### config.mk
export PLATFORM = sky130hd
export DESIGN_NAME = ex5_ex6_flat
export DESIGN_NICKNAME = d
export VERILOG_FILES = /design/src/rtl/ex5_ex6_if.sv /design/src/rtl/ex5_ex6.sv /design/src/flat_wrapper.sv
export SDC_FILE = /design/constraint.sdc
export NUM_CORES = 1
export LEC_CHECK = 0
export ABC_AREA = 1
export CORE_MARGIN = 2
export CORE_UTILIZATION = 52
export DETAILED_ROUTE_END_ITERATION = 10
export HOLD_SLACK_MARGIN = 0.12
export PLACE_DENSITY = 0.83
export SETUP_SLACK_MARGIN = 0.3
export SLEW_MARGIN = 0
export SYNTH_ARGS = -nofsm -noshare
export SYNTH_HDL_FRONTEND = slang
export SYNTH_SLANG_ARGS = --single-unit
### constraint.sdc
create_clock -name clk -period 8.57 [get_ports clk]
set_clock_uncertainty 0.1 [all_clocks]
set_input_delay 1.714 -clock clk [delete_from_list [all_inputs] [get_ports clk]]
set_output_delay 1.714 -clock clk [all_outputs]
set_load 0.01 [all_outputs]
### src/rtl/ex5_ex6_if.sv
// Vote lines and the two population-count results, with the registered count and the sticky disagreement flag.
interface ex5_ex6_if;
  logic [6:0] t;
  logic [2:0] outswitch;
  logic [2:0] outassign;
  logic [2:0] count_q;
  logic       mismatch;

  modport master (
    output t,
    input  outswitch,
    input  outassign,
    input  count_q,
    input  mismatch
  );

  modport slave (
    input  t,
    output outswitch,
    output outassign,
    output count_q,
    output mismatch
  );
endinterface

### src/rtl/ex5_ex6.sv
// 7-bit population count built twice (case decoder and adder tree); comb outputs have zero latency, count_q has 1 cycle.
// No backpressure: t is sampled on every clk edge and mismatch latches any disagreement until rst.
module ex5_ex6 #(
  parameter int N_IN = 7
) (
  input  logic      clk,
  input  logic      rst,
  ex5_ex6_if.slave  bus
);

  logic [N_IN-1:0] tv;
  logic [2:0]      sw;
  logic            s1, c1, s2, c2, s0, c0;
  logic [2:0]      sum;

  assign tv = bus.t;

  // Row r covers t = 8r..8r+7; each entry is popcount(r) plus popcount(t[2:0]).
  always_comb begin
    sw = 3'd0;
    case (tv)
      7'h00: sw = 3'd0; 7'h01: sw = 3'd1; 7'h02: sw = 3'd1; 7'h03: sw = 3'd2; 7'h04: sw = 3'd1; 7'h05: sw = 3'd2; 7'h06: sw = 3'd2; 7'h07: sw = 3'd3;
      7'h08: sw = 3'd1; 7'h09: sw = 3'd2; 7'h0A: sw = 3'd2; 7'h0B: sw = 3'd3; 7'h0C: sw = 3'd2; 7'h0D: sw = 3'd3; 7'h0E: sw = 3'd3; 7'h0F: sw = 3'd4;
      7'h10: sw = 3'd1; 7'h11: sw = 3'd2; 7'h12: sw = 3'd2; 7'h13: sw = 3'd3; 7'h14: sw = 3'd2; 7'h15: sw = 3'd3; 7'h16: sw = 3'd3; 7'h17: sw = 3'd4;
      7'h18: sw = 3'd2; 7'h19: sw = 3'd3; 7'h1A: sw = 3'd3; 7'h1B: sw = 3'd4; 7'h1C: sw = 3'd3; 7'h1D: sw = 3'd4; 7'h1E: sw = 3'd4; 7'h1F: sw = 3'd5;
      7'h20: sw = 3'd1; 7'h21: sw = 3'd2; 7'h22: sw = 3'd2; 7'h23: sw = 3'd3; 7'h24: sw = 3'd2; 7'h25: sw = 3'd3; 7'h26: sw = 3'd3; 7'h27: sw = 3'd4;
      7'h28: sw = 3'd2; 7'h29: sw = 3'd3; 7'h2A: sw = 3'd3; 7'h2B: sw = 3'd4; 7'h2C: sw = 3'd3; 7'h2D: sw = 3'd4; 7'h2E: sw = 3'd4; 7'h2F: sw = 3'd5;
      7'h30: sw = 3'd2; 7'h31: sw = 3'd3; 7'h32: sw = 3'd3; 7'h33: sw = 3'd4; 7'h34: sw = 3'd3; 7'h35: sw = 3'd4; 7'h36: sw = 3'd4; 7'h37: sw = 3'd5;
      7'h38: sw = 3'd3; 7'h39: sw = 3'd4; 7'h3A: sw = 3'd4; 7'h3B: sw = 3'd5; 7'h3C: sw = 3'd4; 7'h3D: sw = 3'd5; 7'h3E: sw = 3'd5; 7'h3F: sw = 3'd6;
      7'h40: sw = 3'd1; 7'h41: sw = 3'd2; 7'h42: sw = 3'd2; 7'h43: sw = 3'd3; 7'h44: sw = 3'd2; 7'h45: sw = 3'd3; 7'h46: sw = 3'd3; 7'h47: sw = 3'd4;
      7'h48: sw = 3'd2; 7'h49: sw = 3'd3; 7'h4A: sw = 3'd3; 7'h4B: sw = 3'd4; 7'h4C: sw = 3'd3; 7'h4D: sw = 3'd4; 7'h4E: sw = 3'd4; 7'h4F: sw = 3'd5;
      7'h50: sw = 3'd2; 7'h51: sw = 3'd3; 7'h52: sw = 3'd3; 7'h53: sw = 3'd4; 7'h54: sw = 3'd3; 7'h55: sw = 3'd4; 7'h56: sw = 3'd4; 7'h57: sw = 3'd5;
      7'h58: sw = 3'd3; 7'h59: sw = 3'd4; 7'h5A: sw = 3'd4; 7'h5B: sw = 3'd5; 7'h5C: sw = 3'd4; 7'h5D: sw = 3'd5; 7'h5E: sw = 3'd5; 7'h5F: sw = 3'd6;
      7'h60: sw = 3'd2; 7'h61: sw = 3'd3; 7'h62: sw = 3'd3; 7'h63: sw = 3'd4; 7'h64: sw = 3'd3; 7'h65: sw = 3'd4; 7'h66: sw = 3'd4; 7'h67: sw = 3'd5;
      7'h68: sw = 3'd3; 7'h69: sw = 3'd4; 7'h6A: sw = 3'd4; 7'h6B: sw = 3'd5; 7'h6C: sw = 3'd4; 7'h6D: sw = 3'd5; 7'h6E: sw = 3'd5; 7'h6F: sw = 3'd6;
      7'h70: sw = 3'd3; 7'h71: sw = 3'd4; 7'h72: sw = 3'd4; 7'h73: sw = 3'd5; 7'h74: sw = 3'd4; 7'h75: sw = 3'd5; 7'h76: sw = 3'd5; 7'h77: sw = 3'd6;
      7'h78: sw = 3'd4; 7'h79: sw = 3'd5; 7'h7A: sw = 3'd5; 7'h7B: sw = 3'd6; 7'h7C: sw = 3'd5; 7'h7D: sw = 3'd6; 7'h7E: sw = 3'd6; 7'h7F: sw = 3'd7;
      default: sw = 3'd0;
    endcase
  end

  assign bus.outswitch = sw;

  // Two full adders compress the low and middle triplets; a third folds in t[6] at weight 1.
  assign s1 = tv[0] ^ tv[1] ^ tv[2];
  assign c1 = (tv[0] & tv[1]) | (tv[0] & tv[2]) | (tv[1] & tv[2]);
  assign s2 = tv[3] ^ tv[4] ^ tv[5];
  assign c2 = (tv[3] & tv[4]) | (tv[3] & tv[5]) | (tv[4] & tv[5]);
  assign s0 = s1 ^ s2 ^ tv[6];
  assign c0 = (s1 & s2) | (s1 & tv[6]) | (s2 & tv[6]);

  // The three weight-2 carries combine into bits 1 and 2.
  assign sum[0] = s0;
  assign sum[1] = c1 ^ c2 ^ c0;
  assign sum[2] = (c1 & c2) | (c1 & c0) | (c2 & c0);

  assign bus.outassign = sum;

  // Compares the driven outputs, so any disagreement seen on the bus is latched.
  always_ff @(posedge clk or posedge rst) begin
    if (rst) begin
      bus.count_q  <= 3'd0;
      bus.mismatch <= 1'b0;
    end else begin
      bus.count_q <= bus.outassign;
      if (bus.outswitch != bus.outassign)
        bus.mismatch <= 1'b1;
    end
  end

endmodule

### src/flat_wrapper.sv
// flat-port wrapper written by rule: the top's interface ports become plain ports
module ex5_ex6_flat 
#(
  parameter int N_IN = 7
)
  (clk, rst, bus_t, bus_outswitch, bus_outassign, bus_count_q, bus_mismatch);
  ex5_ex6_if bus_i ();
  input  logic clk;
  input  logic rst;
  input wire logic [$bits(bus_i.t)-1:0] bus_t;
  output wire logic [$bits(bus_i.outswitch)-1:0] bus_outswitch;
  output wire logic [$bits(bus_i.outassign)-1:0] bus_outassign;
  output wire logic [$bits(bus_i.count_q)-1:0] bus_count_q;
  output wire logic [$bits(bus_i.mismatch)-1:0] bus_mismatch;
  assign bus_i.t = bus_t;
  assign bus_outswitch = bus_i.outswitch;
  assign bus_outassign = bus_i.outassign;
  assign bus_count_q = bus_i.count_q;
  assign bus_mismatch = bus_i.mismatch;
  ex5_ex6 #(.N_IN(N_IN)) u_core (.clk(clk), .rst(rst), .bus(bus_i));
endmodule
==> parameters.txt <==
Parameter                              Value

Status
  Result of the run ... complete, no violations

Power
  Worst voltage drop across the vdd grid ... between 0.0001 and 0.00015 V
  Leakage ... 0.503 nW
  Power density normalized to cell area ... roughly 130 nW/um2

STA
  Max-slew violations ... 0
  Tcrit/Tclk final ... 0.745
  Final setup violation count ... 0
  Unrepaired setup endpoints after global routing ... false
  Hold Worst Slack ... 0.542 ns
  Number of hold violations in the final report ... 0
  Worst-case headroom to the max-slew limit ... 0.690
  Final Critical Period ... 6.38 ns
  Highest clock rate ... approximately 160 MHz
  Total negative slack for setup checks ... 0 ns
  Worst slew pin tran ... around 0.46 ns
  Least setup slack across all paths after layout ... around 2.2 ns

Synth
  Count of state elements after synthesis ... 4
  Mean instance size in the synthesized netlist ... about 6.7 um2
  Multiplexer share of the synthesized area ... 0
  Largest family of logic cells by synthesized area ... simple AND/OR/NAND/NOR gates
  Syn nets ... 133
  Ys Warns ... 0
  Count of distinct cell types in the synthesized netlist ... 20
  Share of synthesized cell area in full adder, half adder and majority cells ... 0.167
  Fraction of the mapped netlist area in simple logic gates ... 0.490
  XOR/XNOR Fraction of Synth Area ... 0.0225
  Post-synthesis cell count ... 116
  Compound-cell area share of the yosys netlist ... 0.0403
  Combined area of all synthesized cells ... 777 um2
  Fraction of the yosys area taken by sequential cells ... 0.129

Global routing
  Antenna violations before repair ... 0
  Via count of the first global-routing pass ... ~790
  GRT Resource Usage Total ... 0.233
  Largest net degree at the start of global routing ... 10
  Grt total ovfl ... 0
  Wire length of the first global-routing pass ... 3.22 mm

Critical path
  Slowest Stage Delay on Critical Path ... around 0.7 ns
  Arr. time, crit path ... 4.57 ns
  Data required time of the critical path ... slightly below 7 ns
  Logic depth of the worst register-to-register path ... 4
  Cell with the most instances on the worst path ... sky130_fd_sc_hd__fa_1
  Launch point of the worst reg-to-reg path ... u_core.bus.mismatch
  Buffering stage count on the worst path with inverters included ... 4
  Master of the slowest instance on the critical path ... sky130_fd_sc_hd__clkdlybuf4s50_1
  Top cell family by delay on the critical path ... adder cells
  Reg-to-reg critical path endpoint ... u_core.bus.mismatch
  Largest driver fanout on the critical path ... 8
  Worst R2R Setup Slack ... 7.58 ns
  Setup crit end kind ... output pin
  Critical path startpoint category ... input port
  Category of the most critical setup path ... input port to output pin
  CP cell instances ... clkdlybuf4s50_1, inv_6, fa_1, inv_1, fa_1, fa_1, clkdlybuf4s50_1

Min path
  Worst Hold End ... u_core.bus.mismatch
  Critical hold path startpoint ... u_core.bus.mismatch
  Number of instances on the worst hold path ... 4
  Classification of the worst-slack hold path ... flop to flop

Drt
  Highest routing layer actually used ... met4
  Post-detailed-route via-to-cell ratio ... 5.45
  Final wirelength ... 1.82 mm
  Routed wire per std cell ... 12.4 um
  Residual DRC ... 0
  Vias ... 801
  Antenna-violating nets left ... 0
  Routed length on met1 ... about 730 um
  Initial DRC Count ... 37
  First drt pass iteration count ... 4
  Routed length on met3 ... 144 um
  Met2 wire length ... 897 um

CTS
  CTS tree ... built
  Number of gates resized after cts ... 0
  Number of post-CTS setup repair buffers ... 0
  Count of clock tree sinks ... 4
  CTS Buf Count ... 3
  Number of buffers inserted for hold repair after clock tree synthesis ... 0
  Clock insertion delay at the later pin of the skew report ... between 0.2 and 0.25 ns
  Clock transition at the register clock pins on the worst setup and hold paths after CTS ... 0.04 ns
  Max Buffers Root-to-Sink ... 2
  Maximum level of the CTS H-tree ... 1
  CTS Root Cell ... sky130_fd_sc_hd__clkbuf_4

Run
  MaxCap Viol Count ... 0

Finish
  Final net count ... between 150 and 200
  Most common library cell in the layout ignoring fill and taps ... sky130_fd_sc_hd__nand2_1
  Fraction of layout instances using a drive strength above 1 ... 0.159
  # diodes ... 0
  Commonest cells after routing, fill and taps aside ... 32 x sky130_fd_sc_hd__nand2_1, 30 x sky130_fd_sc_hd__nand3_1, 18 x sky130_fd_sc_hd__clkdlybuf4s50_1
  Utilization after layout ... 0.708
  Area grow syn2layout ... 23.0%

Placement
  I/O Buffers ... 18
  Detailed placement HPWL ... 1.55 mm
  Routability congestion estimate from global placement ... between 0.9 and 1
  Post-placement setup slack ... roughly 2.2 ns

Floorplanning
  Total Die Area ... roughly 1800 um2
  Width of the die ... 42.7 um
  Placement Rows ... 13
  Chip height ... 42.7 um
  Initial Util ... 0.576
  Core Footprint ... ~1400 um2
  I/O pin count ... 19
layout make-up:
type                       count  area [um2]
inverter                      18        75.1
tap                           15        18.8
fill                         120         394
sequential                     4         100
timing repair buffer          18         180
multi-input combinational     89         559
clock buffer                   3        22.5
stage by stage:
stage | total power, mW | cells | area [um2]
global placement | 0.0981 | 144 | 933
global route | 0.135 | 147 | 956
CTS | 0.125 | 147 | 956
floorplan | 0.0710 | 116 | 777
finish | 0.124 | 147 | 956
detailed placement | 0.0999 | 144 | 933
cells in the mapped netlist, drive strengths merged:
cell type	n	area [um2]
nand2	39	179
a21oi	4	31.3
fa	4	80.1
inv	18	75.1
clkbuf	1	5.00
xor2	2	17.5
nand3	33	180
buf	4	37.5
nand4	1	6.26
ha	4	50.1
nand3b	2	15.0
dfrtp	4	100
tightest hold or removal path, cell delays in order (launching register included):
cell                      delay [ns]
sky130_fd_sc_hd__dfrtp_1        0.33
sky130_fd_sc_hd__inv_1          0.04
sky130_fd_sc_hd__nand3_1        0.11
sky130_fd_sc_hd__a21oi_2        0.05
sky130_fd_sc_hd__nand3_1        0.07
layer usage:
layer	global-route usage	up-vias
met5	0	-
li1	-	404
met4	0.0938	0
met2	0.376	38
met1	0.296	353
met3	0.0553	6
cell families after synthesis:
kind of cell    count (synthesis)
compound gates                  4
xor+xnor                        2
fa+ha+maj                       8
buf+inv                        23
flops                           4
simple gates                   75
sequential cells by signal, summed over array words and instances (netlist names):
name	cells
u_core.bus.count_q	3
u_core.bus.mismatch	1
power by group:
group          internal, mW  switching, mW
clock network        0.0157        0.00819
logic                0.0361         0.0404
registers            0.0230       0.000938
total                0.0748         0.0495
how the worst max path moves through the flow:
stage              from               end  cells after the start
2_1_floorplan  bus_t[2]  bus_outassign[1]                      6
3_3_place_gp   bus_t[2]  bus_outassign[1]                      7
3_5_place_dp   bus_t[2]  bus_outassign[1]                      7
4_1_cts        bus_t[2]  bus_outassign[1]                      7
5_1_grt        bus_t[2]  bus_outassign[1]                      7
6_report       bus_t[2]  bus_outassign[1]                      7
Power figures use the tool's default switching activity.
